==> config.mk <==
export PLATFORM = sky130hd
export DESIGN_NAME = fps_counter_axil
export DESIGN_NICKNAME = d
export VERILOG_FILES = /design/src/rtl/fps_counter_axil.sv
export SDC_FILE = /design/constraint.sdc
export NUM_CORES = 1
export LEC_CHECK = 0
export ABC_AREA = 1
export CELL_PAD_IN_SITES_DETAIL_PLACEMENT = 0
export CELL_PAD_IN_SITES_GLOBAL_PLACEMENT = 2
export CORE_ASPECT_RATIO = 0.8
export CORE_UTILIZATION = 30
export CTS_BUF_LIST = sky130_fd_sc_hd__clkbuf_8 sky130_fd_sc_hd__clkbuf_16
export DETAILED_ROUTE_END_ITERATION = 12
export PLACE_DENSITY = 0.78
export RECOVER_POWER = 50
export SETUP_SLACK_MARGIN = 0.3
export SLEW_MARGIN = 20
export SYNTH_ARGS = -nofsm -noshare
export SYNTH_HDL_FRONTEND = slang
export SYNTH_SLANG_ARGS = --single-unit
==> constraint.sdc <==
create_clock -name i_axi_clk -period 3.7 [get_ports i_axi_clk]
set_input_delay 0.74 -clock i_axi_clk [delete_from_list [all_inputs] [get_ports i_axi_clk]]
set_output_delay 0.74 -clock i_axi_clk [all_outputs]
set_load 0.1 [all_outputs]
==> src/rtl/fps_counter_axil.sv <==
// fps_counter_axil
// Measures the frame rate of an AXI4-Stream video path. Stream beats pass
// straight through unchanged. Every start-of-frame beat (tuser accepted) is
// counted, and once per programmable window (CLK_FREQ cycles) the count is
// latched as frames-per-second. Control and results are exposed through an
// AXI4-Lite slave register bank.
//
// Ports
//   i_axi_clk / i_axi_rst     : sole clock, synchronous reset (active-high,
//                               or active-low when INVERT_AXI_RESET = 1)
//   i_aw* / i_w* / o_b*       : AXI4-Lite write channel (32-bit data, OKAY only)
//   i_ar* / o_r*              : AXI4-Lite read channel
//   i_axis_in_* / o_axis_in_tready   : input video stream
//   o_axis_out_* / i_axis_out_tready : output video stream (combinational copy)
//
// Register map (word index = address[ADDR_WIDTH-1:2])
//   0 CONTROL      RW  bit0 enable, bit1 clear (self-clearing, reads 0)
//   1 STATUS       RO  bit0 enable, bit1 fps_valid
//   2 CLK_FREQ     RW  cycles per window (0 behaves as 1)
//   3 FPS          RO  frames in the last completed window
//   4 FRAME_COUNT  RO  frames so far in the current window (saturating)
//   5 TOTAL_FRAMES RO  frames since enable/clear (wrapping)
//   6 VERSION      RO  0x00010000
module fps_counter_axil #(
  parameter int unsigned ADDR_WIDTH       = 32,
  parameter int unsigned AXIS_WIDTH       = 8,
  parameter bit          INVERT_AXI_RESET = 1'b0,
  parameter logic [31:0] DEFAULT_CLK_FREQ = 32'd100_000_000
) (
  input  logic                  i_axi_clk,
  input  logic                  i_axi_rst,
  input  logic                  i_awvalid,
  input  logic [ADDR_WIDTH-1:0] i_awaddr,
  output logic                  o_awready,
  input  logic                  i_wvalid,
  output logic                  o_wready,
  input  logic [31:0]           i_wdata,
  input  logic [3:0]            i_wstrb,
  output logic                  o_bvalid,
  input  logic                  i_bready,
  output logic [1:0]            o_bresp,
  input  logic                  i_arvalid,
  output logic                  o_arready,
  input  logic [ADDR_WIDTH-1:0] i_araddr,
  output logic                  o_rvalid,
  input  logic                  i_rready,
  output logic [1:0]            o_rresp,
  output logic [31:0]           o_rdata,
  input  logic                  i_axis_in_tuser,
  input  logic                  i_axis_in_tvalid,
  input  logic                  i_axis_in_tlast,
  input  logic [AXIS_WIDTH-1:0] i_axis_in_tdata,
  output logic                  o_axis_in_tready,
  output logic                  o_axis_out_tuser,
  output logic                  o_axis_out_tvalid,
  output logic                  o_axis_out_tlast,
  output logic [AXIS_WIDTH-1:0] o_axis_out_tdata,
  input  logic                  i_axis_out_tready
);

  typedef enum logic [2:0] {
    REG_CONTROL      = 3'd0,
    REG_STATUS       = 3'd1,
    REG_CLK_FREQ     = 3'd2,
    REG_FPS          = 3'd3,
    REG_FRAME_COUNT  = 3'd4,
    REG_TOTAL_FRAMES = 3'd5,
    REG_VERSION      = 3'd6
  } reg_idx_t;

  localparam logic [31:0] VERSION_ID = 32'h0001_0000;

  logic        rst;
  logic        enable;
  logic        fps_valid;
  logic [31:0] clk_freq;
  logic [31:0] cycle_cnt;
  logic [31:0] frame_count;
  logic [31:0] fps;
  logic [31:0] total_frames;
  logic [31:0] freq_m1;
  logic [31:0] ctrl_new;
  logic [31:0] rd_mux;
  logic        frame_event;
  logic        rollover;
  logic        wr_fire;
  logic        rd_fire;
  logic        wr_mapped;
  logic        wr_control;
  logic        wr_freq;
  logic        clear_req;
  logic        unused_addr_bits;

  assign rst = INVERT_AXI_RESET ? ~i_axi_rst : i_axi_rst;

  // Stream path: pure wires, unaffected by enable.
  assign o_axis_out_tuser  = i_axis_in_tuser;
  assign o_axis_out_tvalid = i_axis_in_tvalid;
  assign o_axis_out_tlast  = i_axis_in_tlast;
  assign o_axis_out_tdata  = i_axis_in_tdata;
  assign o_axis_in_tready  = i_axis_out_tready;

  assign frame_event = i_axis_in_tvalid & i_axis_out_tready & i_axis_in_tuser;

  assign o_bresp  = 2'b00;
  assign o_rresp  = 2'b00;
  assign o_wready = o_awready;

  assign unused_addr_bits = ^{i_awaddr[1:0], i_araddr[1:0]};

  function automatic logic [31:0] apply_strb(input logic [31:0] cur,
                                             input logic [31:0] data,
                                             input logic [3:0]  strb);
    logic [31:0] r;
    r = cur;
    for (int unsigned b = 0; b < 4; b++) begin
      if (strb[b]) r[8*b +: 8] = data[8*b +: 8];
    end
    return r;
  endfunction

  assign wr_fire    = o_awready & i_awvalid & i_wvalid;
  assign rd_fire    = o_arready & i_arvalid;
  assign wr_mapped  = (i_awaddr[ADDR_WIDTH-1:5] == '0);
  assign wr_control = wr_fire & wr_mapped & (i_awaddr[4:2] == REG_CONTROL);
  assign wr_freq    = wr_fire & wr_mapped & (i_awaddr[4:2] == REG_CLK_FREQ);

  // Clear is never stored, so its "old" value in the merge is always 0.
  assign ctrl_new  = apply_strb({31'b0, enable}, i_wdata, i_wstrb);
  assign clear_req = wr_control & ctrl_new[1];

  assign freq_m1  = (clk_freq == '0) ? '0 : clk_freq - 32'd1;
  assign rollover = (cycle_cnt >= freq_m1);

  // Measurement engine. Clear outranks everything; a CLK_FREQ write restarts
  // the window; otherwise the window rolls over and includes this cycle's event.
  always_ff @(posedge i_axi_clk) begin
    if (rst) begin
      enable       <= 1'b0;
      fps_valid    <= 1'b0;
      clk_freq     <= DEFAULT_CLK_FREQ;
      cycle_cnt    <= '0;
      frame_count  <= '0;
      fps          <= '0;
      total_frames <= '0;
    end else begin
      if (wr_control) enable   <= ctrl_new[0];
      if (wr_freq)    clk_freq <= apply_strb(clk_freq, i_wdata, i_wstrb);

      if (clear_req) begin
        cycle_cnt    <= '0;
        frame_count  <= '0;
        fps          <= '0;
        total_frames <= '0;
        fps_valid    <= 1'b0;
      end else if (!enable) begin
        cycle_cnt   <= '0;
        frame_count <= '0;
      end else begin
        if (frame_event) total_frames <= total_frames + 32'd1;
        if (wr_freq) begin
          cycle_cnt   <= '0;
          frame_count <= '0;
        end else if (rollover) begin
          fps         <= (frame_event && frame_count != '1) ? frame_count + 32'd1 : frame_count;
          frame_count <= '0;
          cycle_cnt   <= '0;
          fps_valid   <= 1'b1;
        end else begin
          cycle_cnt <= cycle_cnt + 32'd1;
          if (frame_event && frame_count != '1) frame_count <= frame_count + 32'd1;
        end
      end
    end
  end

  always_comb begin
    rd_mux = '0;
    if (i_araddr[ADDR_WIDTH-1:5] == '0) begin
      case (i_araddr[4:2])
        REG_CONTROL:      rd_mux = {31'b0, enable};
        REG_STATUS:       rd_mux = {30'b0, fps_valid, enable};
        REG_CLK_FREQ:     rd_mux = clk_freq;
        REG_FPS:          rd_mux = fps;
        REG_FRAME_COUNT:  rd_mux = frame_count;
        REG_TOTAL_FRAMES: rd_mux = total_frames;
        REG_VERSION:      rd_mux = VERSION_ID;
        default:          rd_mux = '0;
      endcase
    end
  end

  // AXI-Lite handshakes. Ready is registered, so it pulses one cycle after
  // the request appears and drops on the handshake edge.
  always_ff @(posedge i_axi_clk) begin
    if (rst) begin
      o_awready <= 1'b0;
      o_bvalid  <= 1'b0;
      o_arready <= 1'b0;
      o_rvalid  <= 1'b0;
      o_rdata   <= '0;
    end else begin
      o_awready <= i_awvalid & i_wvalid & ~o_bvalid & ~o_awready;
      if (wr_fire)                   o_bvalid <= 1'b1;
      else if (o_bvalid && i_bready) o_bvalid <= 1'b0;

      o_arready <= i_arvalid & ~o_rvalid & ~o_arready;
      if (rd_fire) begin
        o_rvalid <= 1'b1;
        o_rdata  <= rd_mux;
      end else if (o_rvalid && i_rready) begin
        o_rvalid <= 1'b0;
      end
    end
  end

endmodule

==> summary.md, run 1 <==
| Metric | Value |
|---|---|
| Outcome | complete, but fails checks |
| Violated checks | max-capacitance violations, max-slew violations |
| RSZ-0062 raised after global routing | true |
| Root Driver | clkbuf_16 |
| Slew headroom | -47.9% |
| Skew-Pair Late Insertion Delay | 0.47 ns |
| CTS H-tree lvls | 4 |
| Syn Area/Cell | 6.38 um^2 |
| Multi-input logic area | 7180 um^2 |
| Syn Inst Count | 1,882 |
| Crit. Startpoint | clk_freq[1] |
| Peak supply drop | 0.000289 V |
| Die Y | 181 um |
| Number of global-route vias before repair | 11,700 |
| Worst hold start | o_bvalid |
| Vias per inst | 4.82 |
| Worst-path cell chain | inv_4 > ha_4 > nand3b_1 > nor4_4 > nand3_4 > buf_6 > nand3_1 > ha_1 > nand2_2 > inv_1 > nand2_1 > nand2_1 > nand2_1 > nand2_1 > nor2_1 > nand2_2 > nand2_2 > nand2_4 > nor2_4 > nand2_4 > buf_12 > clkbuf_16 > nor2_1 |
| Max Cap Violations | 2 |
| Share of post-route cells with drive strength above 1 | 11.7% |
| Top-count cell post-synth | nand2_1 |
| Finished Core Util | 38.8% |
| Die X | 226 um |
| Cell area after synthesis | 12,000 um^2 |
| Crit-path max cell delay | 0.34 ns |
| Synth unique cells | 46 |
| Synth Area in Compound Gates | 10.8% |
| Global-route wire length before repair | 68,600 um |
| Top layer used by detailed routing | met4 |
| Wl on met1 | 23,800 um |
| Hold buffers post-CTS | 0 |
| Worst hold-check path type | flip-flop to flip-flop |
| Hold WS | 0.459 ns |
| CP max FO | 8 |
| Core Area | 39,400 um^2 |
| Pwr dens | 279 nW/um^2 |
| Critical path endpoint category | flip-flop |
| Post-route ant nets | 0 |
| Pre-CTS WS | 0.214 ns |
| GR Overflow Total | 0 |
| Synth top cells by count | nand2_1, nor2_1, dfxtp_1, inv_1 |
| Fin nets | 2,205 |
| Worst reg2reg path startpoint | clk_freq[1] |
| Worst Skew | 0.0171 ns |
| TNS Setup | 0 ns |
| Largest net degree at the start of global routing | 37 |
| Sequential area share after synthesis | 33.0% |
| Crit start category | flip-flop |
| CP dominant cell by count | nand2_1 |
| DP HPWL | 34,700 um |
| # rows | 65 |
| # setup viols final | 0 |
| Routability Congestion | 0.921 |
| Max Freq | 306 MHz |
| Critical path class | flip-flop to flip-flop |
| Worst slew pin tran | 2.22 ns |
| Clock transition at path regs | 0.08 ns |
| DRT Pass-1 Iters | 5 |
| Met2 WL post-DR | 17,700 um |
| DRC Markers | 0 |
| WL/cell | 17.3 um |
| CTS tree | done |
| IO Port Bufs | 145 |
| Synth area leaders | dfxtp_1, nand2_1, nor2_1 |
| Drt total wl | 45,000 um |
| Post-synthesis mux area share | 0% |
| Post-synthesis xor/xnor area fraction | 5.02% |
| Ys async rst share | 0% |
| Synth Register Bits | 198 |
| Post-Synth Simple-Gate Area | 37.3% |
| Main combinational cell family by area after synthesis | simple AND/OR/NAND/NOR gates |
| Syn-to-layout area delta | 27.5% |
| Register area | 4000 um^2 |
| N_diodes | 0 |
| 1st-iter DRT viols | 1,008 |
| LEAKAGE | 5.68 nW |
| Maximum buffer depth of the clock tree | 2 |
| Met3 routed WL | 2810 um |
| Area leader, netlist | dfxtp_1 |
| Yosys warning count | 0 |
| Top_reg_cell synth | dfxtp_1 |
| WP data arrival | 3.68 ns |
| Fin. Hold Viols | 0 |
| Tmin final | 3.27 ns |
| Die Footprint | 40,800 um^2 |
| Period utilisation layout | 88.4% |
| Post-synthesis adder-cell area fraction | 3.86% |
| Worst EP required | 4.11 ns |
| IO Pins | 172 |
| PnR Total Power | 0.00427 W |
| Antenna violations before repair | 0 |
| TritonCTS Sinks | 198 |
| TritonCTS Buffers | 17 |
| Fin. max-slew vios | 72 |
| Vias | 12,500 |
| Fill cell count | 4,317 |
| Initial core utilization | 30.4% |
| Synth top area share | 33.0% |
| Total track usage | 22.3% |
| Post-synth EDFFs | 0 |
| CP max-delay cell | dfxtp_2 |
| Final WS setup | 0.428 ns |
==> what timing repair did <==
item,in CTS,in global routing
pin swaps,4,32
setup buffers,3,19
cloned,2,2
endpoints found under the setup margin,89,97
gates resized for setup,30,96
==> cells in the final DEF (no fill, tap or decap), types with 32 or more instances in the layout <==
master | netlist | final
nor3_1 | 45 | 42
dfxtp_1 | 198 | 187
ha_1 | 37 | 32
a21oi_1 | 104 | 103
buf_4 | 22 | 53
nor2_1 | 332 | 305
xor2_1 | 47 | 47
inv_1 | 197 | 186
nand3_1 | 104 | 99
clkdlybuf4s50_1 | 0 | 129
nand2_1 | 493 | 481
o21ai_0 | 70 | 72
==> per-layer routing <==
| layer | up-vias | global-route usage, % |
|---|---|---|
| met2 | 326 | 31.1 |
| met5 | - | 0 |
| met1 | 5831 | 34.4 |
| met4 | 0 | 5.20 |
| met3 | 28 | 4.15 |
| li1 | 6343 | - |
==> critical path: cells and delay by family (launching register included) <==
kind,cells,cell delay [ns]
buffers and inverters,5,0.65
DFF,1,0.34
adders and majority gates,2,0.43
and+or+nand+nor,16,1.76
==> where the power goes <==
group          total, W  internal, W  switching [W]
registers       0.00213      0.00212     0.00000158
logic          0.000286     0.000124       0.000161
clock network   0.00186     0.000897       0.000963
total           0.00427      0.00315        0.00113
==> logic make-up after synthesis <==
logic type      count (synthesis)
other cells                     1
xor+xnor                       68
compound gates                231
fa+ha+maj                      37
flops                         198
simple gates                 1066
buf+inv                       281
==> registers in the layout, indices dropped and copies added (netlist names) <==
register	count
o_rvalid	1
o_arready	1
o_rdata	32
fps_valid	1
fps	32
cycle_cnt	32
total_frames	32
clk_freq	32
o_awready	1
o_bvalid	1
frame_count	32
enable	1
==> final cells by class <==
type / count / share of cell area, %
clock inverter: 14 / 0.777
inverter: 210 / 5.31
multi-input combinational: 1406 / 46.9
timing repair buffer: 216 / 13.6
tap: 536 / 4.38
clock buffer: 18 / 2.87
sequential: 198 / 26.1
==> path summary, 6_finish.rpt <==
| check | slack, ns | depth (start not counted) | end |
|---|---|---|---|
| worst max-delay path | 0.43 | 23 | frame_count[3] |
| worst min-delay path | 0.46 | 1 | o_awready |
| worst min register to register | 0.46 | 1 | o_awready |
| worst max register to register | 0.43 | 23 | frame_count[3] |
==> metrics by stage <==
stage,instances,instance area [um^2]
finish,2598,15300
global route,2598,15300
CTS,2577,14900
detailed placement,2540,14100
global placement,2540,14100
floorplan,1885,12000
Power figures use the tool's default switching activity.
==> run 2: changes to the inputs <==
CTS_CLUSTER_DIAMETER = 50   (was unset)
SLEW_MARGIN = 10   (was 20)
==> results of run 2 <==
The final DEF is identical to that of run 1; final timing and power are the same.
==> run 3: changes to the inputs <==
--- a/config.mk
+++ b/config.mk
@@ -18,3 +18,2 @@
 export SETUP_SLACK_MARGIN = 0.3
-export SLEW_MARGIN = 10
 export SYNTH_ARGS = -nofsm -noshare
==> constraint.sdc (replaced) <==
create_clock -name i_axi_clk -period 3.7 [get_ports i_axi_clk]
set_input_delay 0.555 -clock i_axi_clk [delete_from_list [all_inputs] [get_ports i_axi_clk]]
set_output_delay 0.555 -clock i_axi_clk [all_outputs]
set_load 0.1 [all_outputs]
==> run 3 against run 2 <==
  * The run still ends with max-capacitance violations, max-slew violations left
  * Final area rose by 0.46%
  * Combinational power barely moved
  * Clock power rose by 6%
  * Sequential share of layout area fell by 0.13 points
  * Global-route usage rose by 0.10 points
  * Register-to-register slack got worse by 0.05 ns
  * Via count rose by 0.62%
  * Non-clock buffer count fell by 1
  * Critical path type unchanged
  * Critical endpoint is now frame_count[1]
==> summary.md, run 3 (same netlist as run 1, synthesis figures left out) <==
| Metric | Value |
|---|---|
| Outcome | complete, but fails checks |
| Violated checks | max-capacitance violations, max-slew violations |
| Fin. max-slew vios | 72 |
| Most frequent cells in the layout | nand2_1, nor2_1, dfxtp_1 |
| Drt total wl | 46,300 um |
| WP data arrival | 3.73 ns |
| Period utilisation layout | 89.7% |
| R2r worst-path depth | 23 |
| Peak supply drop | 0.000311 V |
| N_diodes | 0 |
| RSZ-0062 raised after global routing | true |
| DRC Markers | 0 |
| Dpl cells | 2,535 |
| Routability Congestion | 0.917 |
| Routing usage on met3 | 4.11% |
| Register area | 3990 um^2 |
| Antenna violations before repair | 0 |
| Hold buffers post-CTS | 0 |
| Critical path endpoint category | flip-flop |
| IO Pins | 172 |
| TNS Setup | 0 ns |
| Gr busiest metal | met1 |
| Crit start category | flip-flop |
| Hold WS | 0.461 ns |
| Crit-path max cell delay | 0.36 ns |
| Grt met2 use | 32.0% |
| Max Cap Violations | 2 |
| Post-route ant nets | 0 |
| Share of post-route cells with drive strength above 1 | 11.9% |
| Multi-input logic area | 7190 um^2 |
| Fin. Hold Viols | 0 |
| Skew-Pair Late Insertion Delay | 0.47 ns |
| Fill cell count | 4,351 |
| Root Driver | clkbuf_16 |
| Max Freq | 301 MHz |
| # rows | 65 |
| Syn-to-layout area delta | 28.1% |
| CP max-delay cell | dfxtp_4 |
| LEAKAGE | 5.70 nW |
| Slew headroom | -65.4% |
| Vias per inst | 4.86 |
| Switch share | 24.8% |
| Worst slew pin tran | 2.48 ns |
| Clock power share | 44.9% |
| Worst-path cell chain | inv_6 > buf_4 > ha_4 > nand3b_1 > nor4_4 > nand3_4 > a21boi_2 > o21ai_1 > ha_1 > nand2_1 > a21oi_1 > nor2_1 > nand2_1 > nor2_2 > nand2_2 > nand2_2 > nand2_4 > nor2_4 > nand2_2 > buf_4 > buf_12 > clkbuf_16 > nor2_1 |
| TritonCTS Buffers | 17 |
| Logic gate share of total power | 6.5% |
| Grt met1 use | 34.2% |
| Net Switching | 0.00109 W |
| Global-route wire length before repair | 68,900 um |
| Tmin final | 3.32 ns |
| Clock transition at path regs | 0.07 ns |
| Worst hold-check path type | flip-flop to flip-flop |
| Int Pwr | 0.00329 W |
| Seq pwr share | 48.6% |
| Vias | 12,600 |
| GR Overflow Total | 0 |
| Total track usage | 22.4% |
| Commonest non-fill, non-tap cell in the layout | nand2_1 |
| Die Footprint | 40,800 um^2 |
| CTS tree | done |
| Hold Path Stages | 2 |
| Pwr dens | 285 nW/um^2 |
| Initial core utilization | 30.4% |
| PnR Total Power | 0.00438 W |
| Critical path class | flip-flop to flip-flop |
| Worst Skew | 0.0121 ns |
| DP HPWL | 34,400 um |
| Die Y | 181 um |
| CP dominant cell by count | nand2_2 |
| Number of global-route vias before repair | 11,700 |
| Final std cells w/o fill | 2,596 |
| DRT Pass-1 Iters | 5 |
| TritonCTS Sinks | 198 |
| CP max FO | 8 |
| Largest net degree at the start of global routing | 45 |
| CTS H-tree lvls | 4 |
| IO Port Bufs | 145 |
| WL/cell | 17.8 um |
| Die X | 226 um |
| Worst EP required | 4.11 ns |
| Fin nets | 2,204 |
| # setup viols final | 0 |
| Core Area | 39,400 um^2 |
| 1st-iter DRT viols | 941 |
| Maximum buffer depth of the clock tree | 2 |
-- run 3: cell types whose count changed in the layout (fill, tap and decap cells not counted), moves of 3 or more --
cell	previous run	this run
clkdlybuf4s50_1	129	125
inv_2	12	16
nor2_4	12	16
dlygate4sd3_1	12	16
buf_6	3	7
buf_4	53	47
clkinv_4	5	2
nor2_2	27	24
-- run 3: what timing repair did --
| action | in CTS | in global routing |
|---|---|---|
| setup endpoints to repair | 97 | 97 |
| gates cloned | 2 | 5 |
| pin swaps | 14 | 28 |
| gates resized for setup | 39 | 99 |
| buffers inserted | 9 | 14 |
-- run 3: per-stage QoR --
step | setup WS [ns] | area [um^2] | util, %
6_report | 0.381 | 15400 | 39.0
5_1_grt | 0.173 | 15400 | 39.0
4_1_cts | 0.337 | 15000 | 37.9
3_5_place_dp | 0.0988 | 14100 | 35.7
3_3_place_gp | 0.147 | 14100 | 35.7
2_1_floorplan | 0.893 | 12000 | -
-- run 3: area by class of cell --
| class | instances | area share, % |
|---|---|---|
| Clock inverter | 11 | 0.814 |
| Timing Repair Buffer | 215 | 13.8 |
| Tap cell | 536 | 4.36 |
| Sequential cell | 198 | 26.0 |
| Inverter | 210 | 5.26 |
| Multi-Input combinational cell | 1406 | 46.8 |
| Clock buffer | 20 | 3.04 |
-- run 3: power by group through the flow --
stage	clock network (W)	logic [W]	registers [W]
2_1_floorplan	0	0.000160	0.00219
3_3_place_gp	0	0.000289	0.00218
6_report	0.00197	0.000285	0.00213
4_1_cts	0.00201	0.000290	0.00213
5_1_grt	0.00208	0.000303	0.00213
3_5_place_dp	0	0.000289	0.00218
-- run 3: worst max-delay path, delay by kind of cell (launching register included) --
family	cells	cell delay, ns
buf+inv	5	0.65
simple gates	13	1.47
flops	1	0.36
fa+ha+maj	2	0.43
compound gates	3	0.33
-- run 3: final timing paths --
kind	from	to	slack, ns
setup reg to reg	clk_freq[0]	frame_count[1]	0.38
setup / recovery	clk_freq[0]	frame_count[1]	0.38
hold / removal	o_rdata[18]	o_rdata[18]	0.46
hold reg to reg	o_rdata[18]	o_rdata[18]	0.46
-- run 3: routing by layer --
| metal | wire, um | vias up |
|---|---|---|
| met5 | 0 | - |
| met4 | 531 | 0 |
| met3 | 3050 | 27 |
| met2 | 18700 | 371 |
| met1 | 24000 | 5875 |
| li1 | - | 6333 |
